<file path="config.mk">
export PLATFORM = sky130hd
export DESIGN_NAME = umtrx_tx_dac_bridge_flat
export DESIGN_NICKNAME = d
export VERILOG_FILES = /design/src/rtl/umtrx_tx_dac_bridge_if.sv /design/src/rtl/umtrx_tx_dac_bridge.sv /design/src/flat_wrapper.sv
export SDC_FILE = /design/constraint.sdc
export NUM_CORES = 1
export LEC_CHECK = 0
export BUFFER_PORTS_ARGS = -buffer_cell sky130_fd_sc_hd__buf_2
export CORE_AREA = 4 4 187 189
export CTS_BUF_LIST = sky130_fd_sc_hd__clkbuf_4 sky130_fd_sc_hd__clkbuf_8 sky130_fd_sc_hd__clkbuf_16
export DETAILED_ROUTE_END_ITERATION = 12
export DIE_AREA = 0 0 191 193
export PLACE_DENSITY = 0.76
export RECOVER_POWER = 100
export SYNTH_ARGS = -nofsm -noshare
export SYNTH_HDL_FRONTEND = slang
export SYNTH_SLANG_ARGS = --single-unit
</file>
<file path="constraint.sdc">
create_clock -name clk -period 4.8 [get_ports clk]
set_input_delay 0.96 -clock clk [delete_from_list [all_inputs] [get_ports clk]]
set_output_delay 0.96 -clock clk [all_outputs]
set_load 0.005 [all_outputs]
</file>
<file path="src/rtl/umtrx_tx_dac_bridge_if.sv">
// Sample/strobe/status bundle between the TX deframers and the DAC bridge.
// master = deframer/DAC side, slave = the bridge itself.
interface umtrx_tx_dac_bridge_if #(
  parameter int NCH       = 2,
  parameter int DAC_WIDTH = 12
);
  logic [NCH*32-1:0]        in_tdata;
  logic [NCH-1:0]           in_tvalid;
  logic [NCH-1:0]           in_tready;
  logic [NCH-1:0]           run_i;
  logic [NCH-1:0]           clear;
  logic                     dac_stb;
  logic [NCH*DAC_WIDTH-1:0] dac_i;
  logic [NCH*DAC_WIDTH-1:0] dac_q;
  logic [NCH-1:0]           active;
  logic [NCH-1:0]           underrun;
  logic [NCH*16-1:0]        underrun_count;

  modport master (
    output in_tdata, in_tvalid, run_i, clear, dac_stb,
    input  in_tready, dac_i, dac_q, active, underrun, underrun_count
  );

  modport slave (
    input  in_tdata, in_tvalid, run_i, clear, dac_stb,
    output in_tready, dac_i, dac_q, active, underrun, underrun_count
  );
endinterface

</file>
<file path="src/rtl/umtrx_tx_dac_bridge.sv">
// NCH-channel TX sample buffer and DAC output stage with prime/stall underrun recovery.
// Optional UMTRX_TX_DAC_ROUND_EN: saturating round-half-up plus one extra output register.
//
// state    | meaning
// ---------+-----------------------------------------------------------
// ST_IDLE  | channel off, outputs zero, FIFO still accepts samples
// ST_PRIME | run requested, waiting for PRIME_LEVEL samples buffered
// ST_RUN   | one FIFO pop per dac_stb into the output register
// ST_STALL | recovering from an underrun, re-priming before RUN
module umtrx_tx_dac_bridge #(
  parameter int NCH         = 2,
  parameter int DAC_WIDTH   = 12,
  parameter int FIFO_LOG2   = 3,
  parameter int PRIME_LEVEL = 4
) (
  input  logic                    clk,
  input  logic                    rst,
  umtrx_tx_dac_bridge_if.slave    bus
);

  localparam int DEPTH = 1 << FIFO_LOG2;
  localparam logic [FIFO_LOG2:0] PRIME_C = PRIME_LEVEL[FIFO_LOG2:0];

  typedef enum logic [1:0] {ST_IDLE, ST_PRIME, ST_RUN, ST_STALL} state_t;

`ifdef UMTRX_TX_DAC_ROUND_EN
  // Argument is the kept bits plus the first dropped bit; adding that bit
  // equals adding 2^(15-DAC_WIDTH) before truncation.
  function automatic logic [DAC_WIDTH-1:0] round_s(input logic [DAC_WIDTH:0] s);
    logic [DAC_WIDTH-1:0] t;
    t = s[DAC_WIDTH:1];
    if (s[0] && (t != {1'b0, {(DAC_WIDTH-1){1'b1}}})) t = t + DAC_WIDTH'(1);
    return t;
  endfunction
`endif

  for (genvar k = 0; k < NCH; k++) begin : g_ch
    logic [31:0]          mem_q [DEPTH];
    logic [FIFO_LOG2-1:0] wr_ptr_q, wr_ptr_d;
    logic [FIFO_LOG2-1:0] rd_ptr_q, rd_ptr_d;
    logic [FIFO_LOG2:0]   cnt_q, cnt_d;
    state_t               state_q, state_d;
    logic [15:0]          smp_i_q, smp_i_d;
    logic [15:0]          smp_q_q, smp_q_d;
    logic                 active_q, active_d;
    logic                 underrun_q, underrun_d;
    logic [15:0]          ucnt_q, ucnt_d;
    logic                 push, pop, full, empty, prime_ok;
    logic [31:0]          rd_word;
    logic                 unused_smp;

    // Count tops out at exactly DEPTH, so its MSB alone means full.
    assign full     = cnt_q[FIFO_LOG2];
    assign empty    = (cnt_q == '0);
    assign prime_ok = (cnt_q >= PRIME_C);
    assign rd_word  = mem_q[rd_ptr_q];
    assign push     = bus.in_tvalid[k] & ~full & ~bus.clear[k];

    always_comb begin
      state_d    = state_q;
      smp_i_d    = smp_i_q;
      smp_q_d    = smp_q_q;
      underrun_d = 1'b0;
      ucnt_d     = ucnt_q;
      pop        = 1'b0;

      unique case (state_q)
        ST_IDLE: begin
          if (bus.run_i[k]) state_d = ST_PRIME;
        end
        ST_PRIME, ST_STALL: begin
          if (!bus.run_i[k])  state_d = ST_IDLE;
          else if (prime_ok)  state_d = ST_RUN;
        end
        ST_RUN: begin
          if (!bus.run_i[k]) begin
            state_d = ST_IDLE;
          end else if (bus.dac_stb) begin
            if (!empty) begin
              pop     = 1'b1;
              smp_i_d = rd_word[31:16];
              smp_q_d = rd_word[15:0];
            end else begin
              underrun_d = 1'b1;
              state_d    = ST_STALL;
              if (ucnt_q != 16'hFFFF) ucnt_d = ucnt_q + 16'd1;
            end
          end
        end
        default: state_d = ST_IDLE;
      endcase

      if (bus.clear[k]) begin
        state_d    = ST_IDLE;
        pop        = 1'b0;
        underrun_d = 1'b0;
      end

      // Anything not sitting in RUN drives zero to the DAC.
      if (state_d != ST_RUN) begin
        smp_i_d = '0;
        smp_q_d = '0;
      end
      active_d = (state_d == ST_RUN);

      wr_ptr_d = push ? wr_ptr_q + FIFO_LOG2'(1) : wr_ptr_q;
      rd_ptr_d = pop  ? rd_ptr_q + FIFO_LOG2'(1) : rd_ptr_q;
      unique case ({push, pop})
        2'b10:   cnt_d = cnt_q + (FIFO_LOG2+1)'(1);
        2'b01:   cnt_d = cnt_q - (FIFO_LOG2+1)'(1);
        default: cnt_d = cnt_q;
      endcase
      if (bus.clear[k]) begin
        wr_ptr_d = '0;
        rd_ptr_d = '0;
        cnt_d    = '0;
      end
    end

    always_ff @(posedge clk) begin
      if (rst) begin
        state_q    <= ST_IDLE;
        wr_ptr_q   <= '0;
        rd_ptr_q   <= '0;
        cnt_q      <= '0;
        smp_i_q    <= '0;
        smp_q_q    <= '0;
        active_q   <= 1'b0;
        underrun_q <= 1'b0;
        ucnt_q     <= '0;
      end else begin
        state_q    <= state_d;
        wr_ptr_q   <= wr_ptr_d;
        rd_ptr_q   <= rd_ptr_d;
        cnt_q      <= cnt_d;
        smp_i_q    <= smp_i_d;
        smp_q_q    <= smp_q_d;
        active_q   <= active_d;
        underrun_q <= underrun_d;
        ucnt_q     <= ucnt_d;
      end
    end

    // Storage carries no reset; occupancy is owned by the pointers and count.
    always_ff @(posedge clk) begin
      if (push) mem_q[wr_ptr_q] <= bus.in_tdata[32*k +: 32];
    end

    assign unused_smp = ^{smp_i_q, smp_q_q};

`ifdef UMTRX_TX_DAC_ROUND_EN
    logic [DAC_WIDTH-1:0] out_i_q, out_i_d;
    logic [DAC_WIDTH-1:0] out_q_q, out_q_d;

    always_comb begin
      out_i_d = round_s(smp_i_q[15 -: DAC_WIDTH+1]);
      out_q_d = round_s(smp_q_q[15 -: DAC_WIDTH+1]);
    end

    always_ff @(posedge clk) begin
      if (rst) begin
        out_i_q <= '0;
        out_q_q <= '0;
      end else begin
        out_i_q <= out_i_d;
        out_q_q <= out_q_d;
      end
    end

    assign bus.dac_i[DAC_WIDTH*k +: DAC_WIDTH] = out_i_q;
    assign bus.dac_q[DAC_WIDTH*k +: DAC_WIDTH] = out_q_q;
`else
    assign bus.dac_i[DAC_WIDTH*k +: DAC_WIDTH] = smp_i_q[15 -: DAC_WIDTH];
    assign bus.dac_q[DAC_WIDTH*k +: DAC_WIDTH] = smp_q_q[15 -: DAC_WIDTH];
`endif

    assign bus.in_tready[k]             = ~full;
    assign bus.active[k]                = active_q;
    assign bus.underrun[k]              = underrun_q;
    assign bus.underrun_count[16*k +: 16] = ucnt_q;
  end

endmodule
</file>
<file path="src/flat_wrapper.sv">
// flat-port wrapper written by rule: the top's interface ports become plain ports
module umtrx_tx_dac_bridge_flat 
#(
  parameter int NCH         = 2,
  parameter int DAC_WIDTH   = 12,
  parameter int FIFO_LOG2   = 3,
  parameter int PRIME_LEVEL = 4
)
  (clk, rst, bus_in_tdata, bus_in_tvalid, bus_run_i, bus_clear, bus_dac_stb, bus_in_tready, bus_dac_i, bus_dac_q, bus_active, bus_underrun, bus_underrun_count);
  umtrx_tx_dac_bridge_if #(.NCH(NCH), .DAC_WIDTH(DAC_WIDTH)) bus_i ();
  input  logic clk;
  input  logic rst;
  input wire logic [$bits(bus_i.in_tdata)-1:0] bus_in_tdata;
  input wire logic [$bits(bus_i.in_tvalid)-1:0] bus_in_tvalid;
  input wire logic [$bits(bus_i.run_i)-1:0] bus_run_i;
  input wire logic [$bits(bus_i.clear)-1:0] bus_clear;
  input wire logic [$bits(bus_i.dac_stb)-1:0] bus_dac_stb;
  output wire logic [$bits(bus_i.in_tready)-1:0] bus_in_tready;
  output wire logic [$bits(bus_i.dac_i)-1:0] bus_dac_i;
  output wire logic [$bits(bus_i.dac_q)-1:0] bus_dac_q;
  output wire logic [$bits(bus_i.active)-1:0] bus_active;
  output wire logic [$bits(bus_i.underrun)-1:0] bus_underrun;
  output wire logic [$bits(bus_i.underrun_count)-1:0] bus_underrun_count;
  assign bus_i.in_tdata = bus_in_tdata;
  assign bus_i.in_tvalid = bus_in_tvalid;
  assign bus_i.run_i = bus_run_i;
  assign bus_i.clear = bus_clear;
  assign bus_i.dac_stb = bus_dac_stb;
  assign bus_in_tready = bus_i.in_tready;
  assign bus_dac_i = bus_i.dac_i;
  assign bus_dac_q = bus_i.dac_q;
  assign bus_active = bus_i.active;
  assign bus_underrun = bus_i.underrun;
  assign bus_underrun_count = bus_i.underrun_count;
  umtrx_tx_dac_bridge #(.NCH(NCH), .DAC_WIDTH(DAC_WIDTH), .FIFO_LOG2(FIFO_LOG2), .PRIME_LEVEL(PRIME_LEVEL)) u_core (.clk(clk), .rst(rst), .bus(bus_i));
endmodule
</file>
After elaboration in Yosys (flattened, before gate mapping) --
Memory sizes are Yosys's and may differ from the RTL's. A register that Yosys moved wholly into a read port is not among the register bits. Index checks and enable logic that the tools add are counted.
Word-level totals: flip-flop bits (word level) 60, memory bits (writable) 512, input bits 73, output and inout bits 86, logic and storage cells 111, memories kept 2
Memories:
- u_core.g_ch[0].mem_q | words 8, bits a word 32, read ports 1, clocked after Yosys merged registers in 1, wr ports 1, RTL line umtrx_tx_dac_bridge.sv:38 | logic [31:0] mem_q [DEPTH];
- u_core.g_ch[1].mem_q | words 8, bits a word 32, read ports 1, clocked after Yosys merged registers in 1, wr ports 1, RTL line umtrx_tx_dac_bridge.sv:38
Operators by class: add/subtract/negate cells 10, $lt $le $gt $ge 2, equality and inequality tests 16, muxes and demuxes 34, bitwise logic cells 15, reduce and logical (&&, ||, !) cells 18
Operator list (count):
- $add A16 B1 Y16 const B | 2
- $ne A16 B16 Y1 const B | 2
- $mux W2 | 14
- $eq A2 B2 Y1 const B | 8
- $mux W1 | 16
- $pmux W4 S2 | 2
- $add A3 B1 Y3 const B | 4
- $pmux W2 S3 | 2
- $reduce_or A2 Y1 | 6
- $not A1 Y1 | 11
- $reduce_and A5 Y1 | 2
- $reduce_or A5 Y1 | 2
- $add A4 B1 Y4 const B | 2
- $eq A2 B1 Y1 const B | 4
- $ge A4 B3 Y1 const B | 2
- $logic_not A4 Y1 | 2
- $reduce_and A4 Y1 | 2
- $sub A4 B1 Y4 const B | 2
- $and A1 B1 Y1 | 4
- $logic_not A2 Y1 | 2
- $ne A2 B2 Y1 const B | 2
- $reduce_bool A2 Y1 | 2

Logic depth before layout (Yosys ltp) --
depth after elaboration 8, gate-level depth with buffers 10, gate-level depth less buffers 10

Worst setup path before layout --
Ideal clock, no wire load.
kind in2reg, from input port bus_clear[1], to memory u_core.g_ch[1].mem_q[0][10], enable pin, library setup time 435 ps, arrival time 3032 ps, required time 4365 ps, path slack 1333 ps, stages 4, buffers on the path 0, path through inv_1 and3_1 nand2b_1 nor3_1
Between the ends: longest elaborated chain between the ends 4
Ends and longest elaborated chain:
- start: declaration | RTL line flat_wrapper.sv:16 | input wire logic [$bits(bus_i.clear)-1:0] bus_clear;
- $not A1 Y1 | RTL line umtrx_tx_dac_bridge.sv:57 | assign push = bus.in_tvalid[k] & ~full & ~bus.clear[k];
- $and A1 B1 Y1 | RTL line umtrx_tx_dac_bridge.sv:57
- $mux W1 | RTL line umtrx_tx_dac_bridge.sv:146 | if (push) mem_q[wr_ptr_q] <= bus.in_tdata[32*k +: 32];
- $mux W1 (implied by the code) | RTL line umtrx_tx_dac_bridge.sv:146
- end: declaration | RTL line umtrx_tx_dac_bridge.sv:38
No other way between the ends.

Worst setup path after layout --
from input port bus_clear[1], to memory u_core.g_ch[1].mem_q[4][8], enable pin
The elaborated chain is that of the path after synthesis.

==> results.ini <==
[run_status]
status = complete, but fails checks
violations = capacitance limit, slew limit

[setup_path]
critPathLaunchType = input port
required_ps = 4910
cp_data_arrival_time_ps = 3600
crit_path_max_fanout = 24
path_cells = clkbuf_1 -> inv_1 -> and3_1 -> nand2b_1 -> nor2_1
critPathMaxStageDelay_ps = 1970
r2r-start = u_core.g_ch[1].cnt_q[3]$_SDFFE_PP0P_
crit_start = bus_clear[1]
cp-end-kind = register
slowest_stage = nor2_1
critPathKind = in -> reg

[sta]
worst_slew_pin_slew_ps = 2680
slew_viol_final = 313
layout_worst_path_cycle_share_pct = 72.7
finalSetupTns_ps = 0
fin_ws_ps = 1310
relSlewSlack_pct = -79.1
setup_viol = 0
rsz0062_at_grt = false
max_freq_ghz = 0.287
hold_viol = 0
fin_crit_ps = 3490
skew_ps = 24.3

[global_route]
grt_overflow = 0
grt_pass1_wl_microns = 57300
grt_usage_pct = 20.1
grt_max_degree = 51
antenna_found_initial = 4
grt_pass1_vias = 9960

[cts]
clockRootBuffer = clkbuf_16
post_cts_resized = 0
clk_path_buf_depth = 3
clock_latency_ps = 560
cts_htree_levels = 2
cts_inserted_buffers = 49
clock_sinks = 492
post_cts_buffers = 0
cts_tree = built
postCtsHoldBufs = 0
clk_pin_slew_ps = 60

[routing]
ant_nets = 0
routed.top_layer = met5
finalWirelength_microns = 36700
wl_met3_microns = 2620
vias = 9922
met1_length_microns = 15700
met2_length_microns = 17900
drc = 0
drt-initial-drc-count = 752
avgViaCountPerCell = 5.75
firstDrtPassIters = 5
wl_per_cell_microns = 21.3

[die]
initial_core_util_pct = 56.7
rows = 67
core_sq_um = 33300
ios = 159
die_w_microns = 191
die_h_microns = 193
dieArea_sq_um = 36900

[placement]
place_area_sq_um = 20100
hpwl_microns = 20500
routabilityCongestion = 0.749
io_buffers = 142
place_ws_ps = 1720

[logic_synthesis]
synthesis.nets = 1166
syn_inst = 1079
synth_most_common_cell = edfxtp_1
synthDistinctLibCells = 45
synthTopCellsByCount = edfxtp_1 (384), nor2_1 (119), dfxtp_1 (108), mux4_2 (96), a211oi_1 (49)
synth-seq-area-share_pct = 72.6
synth_edf_count = 384
async_flop_share_pct = 0
netlist.top_cell.by_area = edfxtp_1
synth_top_area_share_pct = 61.2
synth.area.top_cells = edfxtp_1 (61%), dfxtp_1 (11%), mux4_2 (11%)
synth_ff_type = edfxtp_1
syn_area_per_cell_sq_um = 17.5
synth.cell_area_sq_um = 18900
ys_ff_latch = 492
synth_warnings = 0

[finish]
num-nets-final = 1321
fillerInstances = 2303
drive_above_1_share_pct = 19.8
final_area_sq_um = 21700
area_delta_synth_final_pct = 14.8
fin_util_pct = 65.1

[pwr]
finalPower_mw = 8.74
irDropWorstVdd_mv = 0.424
power_density_nw_per_um2 = 404
leakagePower_nw = 6.77

[min_path]
hp-class = reg -> reg
hp-start = u_core.g_ch[0].rd_ptr_q[1]$_SDFFE_PP0P_

[run]
maxCapViolCount = 12

## flip-flops by register name, indices dropped and copies added, names as in the netlist, 4 cells and up
signal	flops
u_core.g_ch.smp_q_q	24
u_core.g_ch.rd_ptr_q	6
u_core.g_ch.mem_q	384
u_core.g_ch.ucnt_q	32
u_core.g_ch.smp_i_q	24
u_core.g_ch.wr_ptr_q	6
u_core.g_ch.state_q	4
u_core.g_ch.cnt_q	8
## final timing paths
| path | slack (ps) | end | depth (start not counted) |
|---|---|---|---|
| setup / recovery | 1310 | u_core.g_ch[1].mem_q[4][8]$_DFFE_PP_ | 5 |
| hold / removal | 480 | u_core.g_ch[0].rd_ptr_q[1]$_SDFFE_PP0P_ | 2 |
| setup reg to reg | 1510 | u_core.g_ch[1].mem_q[4][8]$_DFFE_PP_ | 4 |
| hold reg to reg | 480 | u_core.g_ch[0].rd_ptr_q[1]$_SDFFE_PP0P_ | 2 |
## worst max-delay path, delay by kind of cell
kind                   cells  cell delay [ps]
buffers and inverters      2              220
AND/OR/NAND/NOR            3             2410
## stage by stage
step                hold slack, ps  std cells
floorplan                      462       1079
global placement               455       1631
detailed placement             474       1631
CTS                            483       1723
global route                   507       1723
finish                         476       1725
## layout by cell type, fill, tap and decap left out, types with 14 or more instances in the layout
master | synthesis | layout
a211oi_1 | 49 | 49
a21oi_1 | 17 | 17
buf_2 | 11 | 47
clkbuf_1 | 34 | 105
clkbuf_16 | 0 | 51
clkbuf_4 | 0 | 14
dfxtp_1 | 108 | 104
edfxtp_1 | 384 | 384
inv_1 | 17 | 17
mux2i_1 | 48 | 48
mux4_2 | 96 | 96
nand2_1 | 30 | 30
nor2_1 | 119 | 115
nor3_1 | 16 | 16
xnor2_1 | 31 | 31
## kinds of logic (layout without fill, tap and decap cells)
group,after synthesis,in the layout,share of synthesized area (%)
buffers and inverters,73,269,1.61
adder cells (fa/ha/maj),14,14,1.01
AO/OA/AOI/OAI,78,78,2.83
AND/OR/NAND/NOR,238,238,6.04
other,0,2,0
flip-flops,492,492,72.6
multiplexers,145,145,14.1
XOR/XNOR,39,39,1.81
## power breakdown
part | switching (mW) | leakage, nW | total, mW | internal [mW]
Combinational | 0.0877 | 1.55 | 0.126 | 0.0380
Sequential | 0.00723 | 4.34 | 4.62 | 4.61
Clock | 1.56 | 0.883 | 4.00 | 2.44
Total | 1.65 | 6.77 | 8.74 | 7.09
## layer usage
metal	vias up	track usage [%]
met1	5003	29.1
met2	326	32.6
met3	41	4.21
met4	6	3.90
li1	4546	-
met5	-	0
## final cells by class
| cell class | count | area (sq um) | share of cell area (%) |
|---|---|---|---|
| clock inverters | 15 | 206 | 0.954 |
| clock buffers | 77 | 1550 | 7.14 |
| repair buffers | 160 | 689 | 3.18 |
| multi-input cells | 514 | 4880 | 22.5 |
| well taps | 448 | 561 | 2.59 |
| inverters | 17 | 63.8 | 0.295 |
| flip-flops and latches | 492 | 13700 | 63.3 |
| diodes | 2 | 5.00 | 0.0231 |
No activity file was read; power rests on OpenSTA's default activity.
